==> src/rtl/fb_scan_arbiter_if.sv <==
// Bundles the arbiter's pixel/write/SRAM signals; slave is the arbiter's view,
// master is the surrounding logic (scan generator, drawing logic and sram_io).
interface fb_scan_arbiter_if;
  logic        pix_ce;
  logic [18:0] scan_addr;
  logic        scan_active;
  logic        wr_valid;
  logic        wr_ready;
  logic [18:0] wr_addr;
  logic [15:0] wr_data;
  logic        clear_req;
  logic        busy_clear;
  logic        sram_wren;
  logic [18:0] sram_addr;
  logic [15:0] sram_d;
  logic [15:0] sram_q;
  logic        pix_r;
  logic        pix_g;
  logic        pix_b;

  modport master (
    output pix_ce, scan_addr, scan_active, wr_valid, wr_addr, wr_data, clear_req, sram_q,
    input  wr_ready, busy_clear, sram_wren, sram_addr, sram_d, pix_r, pix_g, pix_b
  );

  modport slave (
    input  pix_ce, scan_addr, scan_active, wr_valid, wr_addr, wr_data, clear_req, sram_q,
    output wr_ready, busy_clear, sram_wren, sram_addr, sram_d, pix_r, pix_g, pix_b
  );
endinterface

==> src/rtl/fb_scan_arbiter.sv <==
// Shares one SRAM port between VGA scan-out reads and queued pixel writes, clearing the
// framebuffer after reset. Define FBARB_STATS_EN to add the stall_cnt write-stall counter.
module fb_scan_arbiter #(
  parameter int unsigned FB_WORDS    = 416800,
  parameter logic [15:0] CLEAR_VALUE = 16'd0,
  parameter int unsigned WFIFO_DEPTH = 4,
  parameter int unsigned RD_LAT      = 1
) (
  input  logic             clk,
  input  logic             rst,
`ifdef FBARB_STATS_EN
  output logic [15:0]      stall_cnt,
`endif
  fb_scan_arbiter_if.slave bus
);
  localparam int unsigned   PtrW     = $clog2(WFIFO_DEPTH);
  localparam logic [18:0]   FbEnd    = 19'(FB_WORDS);
  localparam logic [18:0]   FbLast   = 19'(FB_WORDS - 1);
  localparam logic [PtrW:0] FifoFull = (PtrW + 1)'(WFIFO_DEPTH);

  typedef enum logic [0:0] {StClear, StRun} state_e;

  state_e      state_q, state_d;
  logic [18:0] clear_addr_q, clear_addr_d;
  logic        sram_wren_q, sram_wren_d;
  logic [18:0] sram_addr_q, sram_addr_d;
  logic [15:0] sram_d_q, sram_d_d;
  logic [2:0]  pix_q, pix_d;

  logic [18:0]     fifo_addr [WFIFO_DEPTH];
  logic [15:0]     fifo_data [WFIFO_DEPTH];
  logic [PtrW-1:0] wr_ptr_q, rd_ptr_q;
  logic [PtrW:0]   count_q;
  logic            fifo_full, fifo_empty, wr_ready, push, pop, flush;
  logic            rd_slot, rd_act, scan_in_range;
  logic [18:0]     head_addr;
  logic [RD_LAT:0] pipe_vld_q, pipe_act_q;
  logic            unused_sram_q;

  // Full is judged on the registered count, so a pop never frees a slot in the same cycle.
  assign fifo_full     = (count_q == FifoFull);
  assign fifo_empty    = (count_q == '0);
  assign wr_ready      = (state_q == StRun) && !fifo_full;
  assign push          = bus.wr_valid && wr_ready;
  assign scan_in_range = (bus.scan_addr < FbEnd);
  assign head_addr     = fifo_addr[rd_ptr_q];
  assign unused_sram_q = ^bus.sram_q[15:3];

  always_comb begin
    state_d      = state_q;
    clear_addr_d = clear_addr_q;
    sram_wren_d  = 1'b0;
    sram_addr_d  = sram_addr_q;
    sram_d_d     = sram_d_q;
    flush        = 1'b0;
    pop          = 1'b0;
    rd_slot      = 1'b0;
    rd_act       = 1'b0;
    case (state_q)
      StClear: begin
        sram_wren_d = 1'b1;
        sram_addr_d = clear_addr_q;
        sram_d_d    = CLEAR_VALUE;
        if (clear_addr_q == FbLast) state_d = StRun;
        else clear_addr_d = clear_addr_q + 19'd1;
      end
      StRun: begin
        if (bus.clear_req) begin
          flush        = 1'b1;
          state_d      = StClear;
          clear_addr_d = '0;
        end else if (bus.pix_ce) begin
          rd_slot     = 1'b1;
          rd_act      = bus.scan_active && scan_in_range;
          sram_addr_d = scan_in_range ? bus.scan_addr : '0;
        end else if (!fifo_empty) begin
          pop = 1'b1;
          // Out-of-range entries burn their slot without touching the SRAM.
          if (head_addr < FbEnd) begin
            sram_wren_d = 1'b1;
            sram_addr_d = head_addr;
            sram_d_d    = fifo_data[rd_ptr_q];
          end
        end
      end
      default: state_d = StClear;
    endcase

    if (state_d == StClear) pix_d = 3'b000;
    else if (pipe_vld_q[RD_LAT]) pix_d = pipe_act_q[RD_LAT] ? bus.sram_q[2:0] : 3'b000;
    else pix_d = pix_q;
  end

  always_ff @(posedge clk) begin
    if (rst) begin
      state_q      <= StClear;
      clear_addr_q <= '0;
      sram_wren_q  <= 1'b0;
      sram_addr_q  <= '0;
      sram_d_q     <= '0;
      pix_q        <= '0;
      pipe_vld_q   <= '0;
      pipe_act_q   <= '0;
    end else begin
      state_q       <= state_d;
      clear_addr_q  <= clear_addr_d;
      sram_wren_q   <= sram_wren_d;
      sram_addr_q   <= sram_addr_d;
      sram_d_q      <= sram_d_d;
      pix_q         <= pix_d;
      pipe_vld_q[0] <= rd_slot;
      pipe_act_q[0] <= rd_act;
      for (int i = 1; i <= int'(RD_LAT); i++) begin
        pipe_vld_q[i] <= pipe_vld_q[i-1];
        pipe_act_q[i] <= pipe_act_q[i-1];
      end
    end
  end

  always_ff @(posedge clk) begin
    if (rst || flush) begin
      wr_ptr_q <= '0;
      rd_ptr_q <= '0;
      count_q  <= '0;
    end else begin
      if (push) wr_ptr_q <= wr_ptr_q + PtrW'(1);
      if (pop) rd_ptr_q <= rd_ptr_q + PtrW'(1);
      if (push && !pop) count_q <= count_q + (PtrW + 1)'(1);
      else if (pop && !push) count_q <= count_q - (PtrW + 1)'(1);
    end
  end

  always_ff @(posedge clk) begin
    if (push) begin
      fifo_addr[wr_ptr_q] <= bus.wr_addr;
      fifo_data[wr_ptr_q] <= bus.wr_data;
    end
  end

`ifdef FBARB_STATS_EN
  always_ff @(posedge clk) begin
    if (rst) stall_cnt <= '0;
    else if (bus.wr_valid && !wr_ready && (stall_cnt != 16'hFFFF)) stall_cnt <= stall_cnt + 16'd1;
  end
`endif

  assign bus.wr_ready   = wr_ready;
  assign bus.busy_clear = (state_q == StClear);
  assign bus.sram_wren  = sram_wren_q;
  assign bus.sram_addr  = sram_addr_q;
  assign bus.sram_d     = sram_d_q;
  assign bus.pix_r      = pix_q[2];
  assign bus.pix_g      = pix_q[1];
  assign bus.pix_b      = pix_q[0];
endmodule

==> src/flat_wrapper.sv <==
// flat-port wrapper written by rule: the top's interface ports become plain ports
module fb_scan_arbiter_flat 
#(
  parameter int unsigned FB_WORDS    = 416800,
  parameter logic [15:0] CLEAR_VALUE = 16'd0,
  parameter int unsigned WFIFO_DEPTH = 4,
  parameter int unsigned RD_LAT      = 1
)
  (clk, rst, bus_pix_ce, bus_scan_addr, bus_scan_active, bus_wr_valid, bus_wr_addr, bus_wr_data, bus_clear_req, bus_sram_q, bus_wr_ready, bus_busy_clear, bus_sram_wren, bus_sram_addr, bus_sram_d, bus_pix_r, bus_pix_g, bus_pix_b);
  fb_scan_arbiter_if bus_i ();
  input  logic clk;
  input  logic rst;
  input wire logic [$bits(bus_i.pix_ce)-1:0] bus_pix_ce;
  input wire logic [$bits(bus_i.scan_addr)-1:0] bus_scan_addr;
  input wire logic [$bits(bus_i.scan_active)-1:0] bus_scan_active;
  input wire logic [$bits(bus_i.wr_valid)-1:0] bus_wr_valid;
  input wire logic [$bits(bus_i.wr_addr)-1:0] bus_wr_addr;
  input wire logic [$bits(bus_i.wr_data)-1:0] bus_wr_data;
  input wire logic [$bits(bus_i.clear_req)-1:0] bus_clear_req;
  input wire logic [$bits(bus_i.sram_q)-1:0] bus_sram_q;
  output wire logic [$bits(bus_i.wr_ready)-1:0] bus_wr_ready;
  output wire logic [$bits(bus_i.busy_clear)-1:0] bus_busy_clear;
  output wire logic [$bits(bus_i.sram_wren)-1:0] bus_sram_wren;
  output wire logic [$bits(bus_i.sram_addr)-1:0] bus_sram_addr;
  output wire logic [$bits(bus_i.sram_d)-1:0] bus_sram_d;
  output wire logic [$bits(bus_i.pix_r)-1:0] bus_pix_r;
  output wire logic [$bits(bus_i.pix_g)-1:0] bus_pix_g;
  output wire logic [$bits(bus_i.pix_b)-1:0] bus_pix_b;
  assign bus_i.pix_ce = bus_pix_ce;
  assign bus_i.scan_addr = bus_scan_addr;
  assign bus_i.scan_active = bus_scan_active;
  assign bus_i.wr_valid = bus_wr_valid;
  assign bus_i.wr_addr = bus_wr_addr;
  assign bus_i.wr_data = bus_wr_data;
  assign bus_i.clear_req = bus_clear_req;
  assign bus_i.sram_q = bus_sram_q;
  assign bus_wr_ready = bus_i.wr_ready;
  assign bus_busy_clear = bus_i.busy_clear;
  assign bus_sram_wren = bus_i.sram_wren;
  assign bus_sram_addr = bus_i.sram_addr;
  assign bus_sram_d = bus_i.sram_d;
  assign bus_pix_r = bus_i.pix_r;
  assign bus_pix_g = bus_i.pix_g;
  assign bus_pix_b = bus_i.pix_b;
  fb_scan_arbiter #(.FB_WORDS(FB_WORDS), .CLEAR_VALUE(CLEAR_VALUE), .WFIFO_DEPTH(WFIFO_DEPTH), .RD_LAT(RD_LAT)) u_core (.clk(clk), .rst(rst), .bus(bus_i));
endmodule
==> config.mk <==
export PLATFORM = sky130hd
export DESIGN_NAME = fb_scan_arbiter_flat
export DESIGN_NICKNAME = d
export VERILOG_FILES = /design/src/rtl/fb_scan_arbiter_if.sv /design/src/rtl/fb_scan_arbiter.sv /design/src/flat_wrapper.sv
export SDC_FILE = /design/constraint.sdc
export NUM_CORES = 1
export LEC_CHECK = 0
export ABC_CLOCK_PERIOD_IN_PS = 5700
export CORE_UTILIZATION = 45
export DETAILED_ROUTE_END_ITERATION = 12
export GPL_ROUTABILITY_DRIVEN = 0
export PLACE_DENSITY = 0.79
export SETUP_SLACK_MARGIN = 0.05
export SLEW_MARGIN = 20
export SYNTH_ARGS = -nofsm -noshare
export SYNTH_HDL_FRONTEND = slang
export SYNTH_SLANG_ARGS = --single-unit
==> constraint.sdc <==
create_clock -name clk -period 5.7 [get_ports clk]
set_input_delay 0.57 -clock clk [delete_from_list [all_inputs] [get_ports clk]]
set_output_delay 0.57 -clock clk [all_outputs]
set_load 0.03 [all_outputs]
==> results.md <==
* Critical Path, Cell by Cell: buf_4, clkinv_1, a21oi_1, clkdlybuf4s50_1
* Most instantiated cells after synthesis: edfxtp_1 (140), dfxtp_1 (72), nor2_1 (49), nand2_1 (48), a21oi_1 (34)
* Crit path buf inv count at 3
* Vias in the first global route at 5438
* Final Setup Violations at 0
* CTS Buf Count at 22
* Area Growth Syn to Fin at 22.95%
* Worst clock skew at 0.01589 ns
* Mux contribution to synthesized area at 9.860%
* Reg clk slew, reported paths at 0.06 ns
* Mapped Nets at 668
* Hpwl dp at 11.61 mm
* Slew @ Worst Pin at 1.098 ns
* Pleak at 3.371 nW
* IO Port Bufs at 103
* Rows at 49
* Fin. max-slew vios at 0
* Die height at 139.6 um
* Setup TNS at 0 ns
* Run status: finished clean
* Top post-synthesis cells by area: edfxtp_1 (49%), dfxtp_1 (17%), mux4_2 (8.5%)
* Largest family of logic cells by synthesized area: simple AND/OR/NAND/NOR gates
* Placed Cells at 892
* Initial Util at 46.60%
* Final worst slack at 2.374 ns
* Critical Path Start Type: flip-flop
* # resized after CTS at 0
* Iter 0 DRT Violations at 440
* Setup crit end kind: output port
* Pre-CTS setup slack at 2.135 ns
* Async SR Flop Fraction at 0%
* Worst path required time at 5.13 ns
* Period utilization at 58.35%
* Detailed-route DRC error count at 0
* Top-area cell type share of the netlist area at 49.38%
* Clk_lat worst skew at 0.51 ns
* Routed wire length at 18.17 mm
* First-pass GRT wire length at 28.68 mm
* Worst Hold Launch: u_core.pipe_act_q[0]
* Fin cells at 933
* Drt pass-1 iters at 4
* Initial antenna violation count at 1
* Max_cap viols at 0
* Crit. path cell count at 4
* Avg Synthesized Cell Area at 14.55 sq um
* Nets at 771
* Drt via density at 5.707
* Top delay family on crit path: buffers and inverters
* Die width at 139.6 um
* Slew HR at 26.12%
* Root Driver: clkbuf_16
* Hold crit path type: reg -> reg
* Pin count of the biggest net entering global routing at 42
* Congestion Overflow GR at 0
* Count leader, synth: edfxtp_1
* Filler cells at 1382
* Mapped cell area at 8514 sq um
* # IOs at 117
* Register Area at 5648 sq um
* Top_reg_cell synth: edfxtp_1
* Ant diodes at 0
* Core Area at 18270 sq um
* Ys Warns at 0
* Worst vdd ir at 0.2691 mV
* Worst hold path cell count at 1
* Synth Area in Compound Gates at 8.170%
* Die area at 19480 sq um
* DR WL/cell at 19.47 um
* Simple-gate area share of the yosys netlist at 10.29%
* Final hold vios at 0
* Slowest-stage cell, CP: clkdlybuf4s50_1
* Layout cells sized above 1 at 12.78%
* Pwr Density at 303.0 nW/um^2
* Post-layout min period at 3.326 ns
* Synth unique cells at 56
* R2R cell count at 6
* Crit-path max FO at 41
* CTS Hold Bufs at 0
* RSZ-0062 raised after global routing: no
* Total Power at 0.003172 W
* Via Count at 5325
* Util after Layout at 57.30%
* Sequential share of the synthesized area at 66.30%
* Maximum single-stage delay on the critical path at 0.76 ns
* #FFs+latches synth at 212
* Routed Antenna Nets at 0
* CP Class: reg -> out
* CTS H-tree lvls at 1
* CTS tree: done
* Gate Count Post-Synth at 585
* Setup crit start: u_core.state_q
* Post-synthesis xor/xnor area fraction at 1.543%
* CTS sink cnt at 212
* Worst EP arrival at 2.76 ns
* Post-synthesis adder-cell area fraction at 1.117%
* Setup bufs post-CTS at 0
* Max Clk Rate at 300.7 MHz
* Tot GR Track Use at 18.88%
* Post-synth EDFFs at 140
* Cell type with the largest total area after synthesis: edfxtp_1
* Footprint of the multi-input gates at 2651 sq um
* Clock Tree Buf Depth at 3
-- state kept, by name, summed over array words and instances, names as in the netlist, named ones only --
| register | count |
|---|---|
| u_core.pipe_vld_q | 2 |
| u_core.rd_ptr_q | 2 |
| u_core.bus.sram_wren | 1 |
| u_core.clear_addr_q | 19 |
| u_core.pix_q | 3 |
| u_core.count_q | 3 |
| u_core.state_q | 1 |
| u_core.fifo_addr | 76 |
| u_core.fifo_data | 64 |
| u_core.bus.sram_addr | 19 |
| u_core.bus.sram_d | 16 |
| u_core.pipe_act_q | 2 |
| u_core.wr_ptr_q | 2 |
-- cells by family (layout without fill, tap and decap cells) --
| group | count (synthesis) | count (layout) |
|---|---|---|
| flops | 212 | 212 |
| simple gates | 175 | 175 |
| compound gates | 92 | 92 |
| buf+inv | 45 | 164 |
| mux | 39 | 39 |
| xor+xnor | 15 | 15 |
| fa+ha+maj | 7 | 7 |
-- placed cells by master, fill, tap and decap left out, drive strengths merged, types with 8 or more instances in the layout --
master / n
xnor2: 13
nand2b: 8
a311o: 9
nor4: 10
nand4: 15
nor2: 49
nand3: 13
nand2: 49
mux4: 35
inv: 10
clkdlybuf4s50: 103
buf: 9
a22o: 16
nor3: 8
clkinv: 10
a21oi: 34
edfxtp: 140
dfxtp: 72
clkbuf: 29
-- power breakdown --
group | leakage [nW] | internal, W | total [W] | switching (W)
Clock | 0.358 | 0.000865 | 0.00144 | 0.000571
Sequential | 1.84 | 0.00164 | 0.00164 | 0.00000313
Combinational | 1.17 | 0.0000492 | 0.0000946 | 0.0000454
Total | 3.37 | 0.00255 | 0.00317 | 0.000620
-- worst register-to-register path, stage by stage (launching register included) --
cell      delay (ns)
dfxtp_2         0.86
mux4_2          0.66
nand2b_4        0.18
nor4b_1         0.43
a21bo_2         0.68
a311o_1         0.23
a21oi_1         0.07
-- area by class of cell --
cell class	instances	share of cell area, %
sequential	212	53.95
clock buffer	28	5.569
clock inverter	12	1.458
tap	229	2.737
multi-input combinational	328	25.33
inverter	11	0.3944
timing repair buffer	113	10.57
-- per-layer routing --
metal,up-vias,GRT usage (%),wire (um)
met4,2,5.090,336
li1,2471,-,-
met1,2620,24.02,7528
met5,-,0,11
met2,204,32.03,8786
met3,28,4.990,1505
-- metrics by stage --
stage / hold slack, ns / instance area, sq um
3_5_place_dp: 0.4289 / 9718
4_1_cts: 0.4456 / 10450
2_1_floorplan: 0.4138 / 8514
3_3_place_gp: 0.4232 / 9718
6_report: 0.4395 / 10470
5_1_grt: 0.4575 / 10470
-- final timing paths --
kind / end / slack, ns
setup reg to reg: u_core.bus.sram_addr[18] / 2.47
setup / recovery: bus_wr_ready / 2.37
hold / removal: u_core.pipe_act_q[1] / 0.44
hold reg to reg: u_core.pipe_act_q[1] / 0.44
No activity file was read; power rests on OpenSTA's default activity.
